## config.mk

```make
export PLATFORM = sky130hd
export DESIGN_NAME = dmem_lsu
export DESIGN_NICKNAME = d
export VERILOG_FILES = /design/src/rtl/dmem_lsu.sv
export SDC_FILE = /design/constraint.sdc
export NUM_CORES = 1
export LEC_CHECK = 0
export ABC_AREA = 1
export BUFFER_PORTS_ARGS = -buffer_cell sky130_fd_sc_hd__buf_2
export CAP_MARGIN = 20
export CORE_ASPECT_RATIO = 0.9
export CORE_UTILIZATION = 59
export CTS_BUF_LIST = sky130_fd_sc_hd__clkbuf_8
export CTS_CLUSTER_SIZE = 8
export DETAILED_ROUTE_END_ITERATION = 10
export PLACE_DENSITY = 0.89
export RECOVER_POWER = 100
export SETUP_SLACK_MARGIN = 0.15
export SLEW_MARGIN = 20
export SYNTH_ARGS = -nofsm -noshare
export SYNTH_HDL_FRONTEND = slang
export SYNTH_SLANG_ARGS = --single-unit
```

## constraint.sdc

```tcl
create_clock -name clk -period 4.6 [get_ports clk]
set_input_delay 0.46 -clock clk [delete_from_list [all_inputs] [get_ports clk]]
set_output_delay 0.46 -clock clk [all_outputs]
set_load 0.01 [all_outputs]
```

## src/rtl/dmem_lsu.sv

```systemverilog
// Load/store unit for the MEM stage: splits word-crossing accesses into two
// word accesses, builds byte masks and lane-aligned data, and reassembles loads.
`timescale 1ns/1ps

module dmem_lsu (
    input  logic        clk,
    input  logic        reset,
    input  logic        req_valid,
    output logic        req_ready,
    input  logic        req_we,
    input  logic [1:0]  req_size,
    input  logic        req_unsigned,
    input  logic [11:0] req_addr,
    input  logic [31:0] req_wdata,
    output logic        rsp_valid,
    output logic [31:0] rsp_rdata,
    output logic        rsp_err,
    output logic        mem_ceb,
    output logic        mem_web,
    output logic [9:0]  mem_A,
    output logic [3:0]  mem_mask,
    output logic [31:0] mem_D,
    input  logic [31:0] mem_Q
);

    localparam logic [1:0] S_IDLE = 2'd0;
    localparam logic [1:0] S_ACC1 = 2'd1;
    localparam logic [1:0] S_ACC2 = 2'd2;
    localparam logic [1:0] S_DONE = 2'd3;

    localparam logic [1:0] SIZE_B   = 2'b00;
    localparam logic [1:0] SIZE_H   = 2'b01;
    localparam logic [1:0] SIZE_ILL = 2'b11;

    logic [1:0]  r_state;
    logic        r_we;
    logic [1:0]  r_size;
    logic        r_unsigned;
    logic [11:0] r_addr;
    logic [31:0] r_wdata;
    logic [31:0] r_hold;

    logic        w_accept;
    logic [1:0]  w_off;
    logic [4:0]  w_sh;
    logic [3:0]  w_bmask;
    logic [7:0]  w_lanes;
    logic        w_split;
    logic [31:0] w_rot;
    logic [31:0] w_first;
    logic [31:0] w_second;
    logic [63:0] w_pair;
    logic [31:0] w_shifted;
    logic        w_sign;
    logic [31:0] w_load;

    assign w_accept = req_valid && req_ready;
    assign w_off    = r_addr[1:0];
    assign w_sh     = {w_off, 3'b000};

    always_comb begin
        case (r_size)
            SIZE_B:  w_bmask = 4'b0001;
            SIZE_H:  w_bmask = 4'b0011;
            default: w_bmask = 4'b1111;
        endcase
    end

    // Lanes 3:0 belong to the first word, lanes 7:4 spill into the next word.
    assign w_lanes = {4'b0000, w_bmask} << w_off;
    assign w_split = |w_lanes[7:4];
    assign w_rot   = (r_wdata << w_sh) | (r_wdata >> (6'd32 - {1'b0, w_sh}));

    // On a split load the last read (mem_Q) is the upper word of the pair.
    assign w_first   = w_split ? r_hold : mem_Q;
    assign w_second  = w_split ? mem_Q : 32'd0;
    assign w_pair    = {w_second, w_first};
    assign w_shifted = 32'(w_pair >> w_sh);

    always_comb begin
        w_sign = !r_unsigned && ((r_size == SIZE_B) ? w_shifted[7] : w_shifted[15]);
        case (r_size)
            SIZE_B:  w_load = {{24{w_sign}}, w_shifted[7:0]};
            SIZE_H:  w_load = {{16{w_sign}}, w_shifted[15:0]};
            default: w_load = w_shifted;
        endcase
    end

    always_ff @(posedge clk) begin
        // NOTE: sequential state uses non-blocking assignments so every register
        // samples pre-edge values regardless of statement order.
        if (reset) begin
            r_state <= S_IDLE;
        end else begin
            case (r_state)
                S_IDLE: if (w_accept) r_state <= (req_size == SIZE_ILL) ? S_DONE : S_ACC1;
                S_ACC1: r_state <= w_split ? S_ACC2 : S_DONE;
                S_ACC2: r_state <= S_DONE;
                default: r_state <= S_IDLE;
            endcase
        end
    end

    // NOTE: request and holding registers carry no reset; they are only read in
    // states reachable after a capture, so their power-up value never escapes.
    always_ff @(posedge clk) begin
        if (w_accept) begin
            r_we       <= req_we;
            r_size     <= req_size;
            r_unsigned <= req_unsigned;
            r_addr     <= req_addr;
            r_wdata    <= req_wdata;
        end
        if (r_state == S_ACC2) r_hold <= mem_Q;
    end

    always_comb begin
        // NOTE: every output gets a default first so no path infers a latch.
        req_ready = (r_state == S_IDLE) && !reset;
        rsp_valid = 1'b0;
        rsp_rdata = 32'd0;
        rsp_err   = 1'b0;
        mem_ceb   = 1'b1;
        mem_web   = 1'b1;
        mem_A     = 10'd0;
        mem_mask  = 4'b0000;
        mem_D     = 32'd0;
        case (r_state)
            S_ACC1: begin
                mem_ceb  = 1'b0;
                mem_web  = !r_we;
                mem_A    = r_addr[11:2];
                mem_mask = r_we ? w_lanes[3:0] : 4'b0000;
                mem_D    = w_rot;
            end
            S_ACC2: begin
                mem_ceb  = 1'b0;
                mem_web  = !r_we;
                mem_A    = r_addr[11:2] + 10'd1;
                mem_mask = r_we ? w_lanes[7:4] : 4'b0000;
                mem_D    = w_rot;
            end
            S_DONE: begin
                rsp_valid = !reset;
                if (r_size == SIZE_ILL) rsp_err = 1'b1;
                else if (!r_we)         rsp_rdata = w_load;
            end
            default: ;
        endcase
        // A reset cycle must never issue a memory write.
        if (reset) mem_ceb = 1'b1;
    end

endmodule
```

==> flow_metrics.py <==
metrics = {
    "status": {
        "status": "finished, violations left",
        "violations": "max-capacitance violations, max-slew violations",
    },
    "floorplanning": {
        "core_mm2": 0.00933,
        "rows": 33,
        "initial_utilization": 0.620,
        "die_h_um": 95.9,
        "dieArea_mm2": 0.0102,
        "die_x_um": 106,
        "pin_count": 166,
    },
    "logic_synthesis": {
        "yosysSeqAreaShare": 0.422,
        "async_flop_share": 0,
        "synth_edf_count": 80,
        "synth_seq_cells": 82,
        "synth_simple_gate_area_frac": 0.256,
        "synth_nets": 884,
        "ys_types": 40,
        "synthCells": 795,
        "synth_top_area_cell": "edfxtp_1",
        "synth_compound_area_frac": 0.209,
        "synth_area_mm2": 0.00578,
        "synthAdderAreaFrac": 0.0130,
        "yosysWarnings": 0,
        "yosys.area.top_type_share": 0.415,
        "avgSynthCellArea_um2": 7.28,
        "muxShareOfSynthArea": 0,
        "synth_ff_type": "edfxtp_1",
        "synth.area.top_cells": "edfxtp_1, nand2_1, o21ai_0",
        "synth_xor_area_frac": 0,
        "synth_top_family_by_area": "simple AND/OR/NAND/NOR gates",
    },
    "routing": {
        "drc": 0,
        "wl_per_cell_um": 15.7,
        "vias_per_cell": 5.87,
        "vias": 6194,
        "drtIter0Drc": 901,
        "ant_nets": 0,
        "dr.pass1.iters": 6,
        "routed_wl_um": 16600,
    },
    "clock_tree": {
        "cts_tree": "done",
        "cts_made_buffers": 9,
        "cts_max_level": 3,
        "cts_setup_buffers": 0,
        "clock_latency_ns": 0.38,
        "cts_root_buffer": "clkbuf_8",
        "hold_buffers": 0,
        "cts_buffer_depth": 2,
        "clkSlewWorstSetupHoldPaths_ns": 0.09,
        "clock_sinks": 82,
        "cts_resized": 0,
    },
    "finish": {
        "antenna_cells": 0,
        "nFillCells": 856,
        "most-common-layout-cells": "nand2_1, clkbuf_1, o21ai_0, inv_1, edfxtp_1",
        "area_growth_pct": 14.8,
        "nets": 1017,
        "seq_area_mm2": 0.00244,
        "drive_gt1_frac": 0.118,
        "final_common_cell": "nand2_1",
        "fin_cells": 1055,
        "multi_input_comb_area_mm2": 0.00273,
    },
    "power": {
        "leakage_nw": 2.92,
        "peakVddDrop_uv": 295,
        "total_power_w": 0.00292,
        "cellPowerDensity_mw_per_mm2": 440,
    },
    "placement": {
        "io_buffers": 165,
        "dp.cells": 1039,
        "post-dp-hpwl_um": 11300,
        "place_congestion": 0.917,
    },
    "timing": {
        "hold_viol": 0,
        "slew_headroom": -0.519,
        "rsz0062_at_grt": "no",
        "fin_tns_setup_ns": 0,
        "worstMarginPinSlew_ns": 2.28,
        "fmax_mhz": 246,
        "setup_violations": 0,
        "period_needed_ns": 4.06,
        "drv_slew": 93,
        "period_share": 0.884,
        "fin_skew_ns": 0.00752,
    },
    "setup_path": {
        "worst_ep_arrival_time_ns": 3.60,
        "worstSetupEndpointType": "output pin",
        "worstSetupStartpoint": "r_addr[0]",
        "crit_type": "reg2out",
        "reg2reg_from": "r_state[1]",
        "crit_fanout": 82,
        "critPathLaunchType": "register",
        "crit_required_ns": 4.14,
    },
    "min_path": {
        "holdCritPathClass": "in2reg",
        "hold_start": "req_wdata[13]",
    },
    "global_routing": {
        "grt_max_degree": 83,
        "track_usage": 0.326,
        "grt_pass1_wl_um": 25600,
        "grt_pass1_vias": 5208,
        "gr-total-overflow": 0,
        "antenna_found_initial": 0,
    },
    "job": {
        "max_cap_violations": 2,
    },
}
[per-stage QoR]
| stage | hold WS, ns | area [um2] | util | setup WS [ns] |
|---|---|---|---|---|
| final | 0.251 | 6640 | 0.712 | 0.535 |
| after global routing | 0.234 | 6640 | 0.712 | 0.274 |
| after CTS | 0.239 | 6800 | 0.729 | 0.853 |
| after detailed placement | 0.518 | 6570 | 0.704 | 1.27 |
| after global placement | 0.498 | 6570 | 0.704 | 1.32 |
| after floorplan | 0.470 | 5780 | - | 1.75 |
[path summary, 6_finish.rpt]
path                                 endpoint  slack [ns]  cells past startpoint
worst max-delay path            rsp_rdata[10]        0.54                     10
worst min-delay path              r_wdata[13]        0.25                      1
worst max register to register     r_state[0]        1.59                      7
worst min register to register     r_state[0]        0.53                      2
[layout make-up]
class / count / area share
sequential: 82 / 0.368
inverter: 91 / 0.0526
clock inverter: 7 / 0.0160
clock buffer: 9 / 0.0187
multi-input combinational: 574 / 0.411
tap: 122 / 0.0230
timing repair buffer: 170 / 0.111
[metal layers]
| metal | wire length [um] | GRT usage | share of wire |
|---|---|---|---|
| met1 | 6970 | 0.466 | 0.42 |
| met2 | 7190 | 0.489 | 0.43 |
| met3 | 2000 | 0.0664 | 0.12 |
| met4 | 405 | 0.127 | 0.024 |
| met5 | 0 | 0 | 0 |
[sequential cells by signal, indices dropped and copies added (netlist names)]
name and cells:
r_hold 32, r_wdata 32, r_addr 12, r_size 2, r_state 2, r_unsigned 1
r_we 1
[logic make-up after synthesis]
family	after synthesis
AO/OA/AOI/OAI	215
adder cells (fa/ha/maj)	6
buffers and inverters	139
flip-flops	82
AND/OR/NAND/NOR	353
[worst max-delay path: stages (launching register included)]
cell,delay [ns]
edfxtp_1,0.37
buf_4,0.63
nand2_1,0.13
nand2_1,0.24
nand2_4,0.31
o21ai_0,0.32
nand3_1,0.14
nand3_1,0.17
nand4_1,0.38
a21oi_1,0.34
clkbuf_1,0.18
[Yosys cell counts (3+ instances only)]
cell and count:
clkbuf_1 27, nand2_4 4, inv_1 85, nand2_2 3, o21ai_2 4, edfxtp_1 80
o22ai_1 7, nor2_1 39, nand2_1 245, nand3_1 40, nand4_1 3, ha_1 6
o211ai_1 21, clkinv_1 3, buf_6 4, o21ai_0 92, buf_2 8, o21a_1 6
a31oi_1 14, buf_1 8, a21oi_1 62, nor2_2 10, nor3_1 3
[power by group]
group / internal, W / switching (W)
Sequential: 0.00100 / 0.0000612
Clock: 0.000316 / 0.000303
Combinational: 0.000346 / 0.000895
No activity file was read; power rests on OpenSTA's default activity.
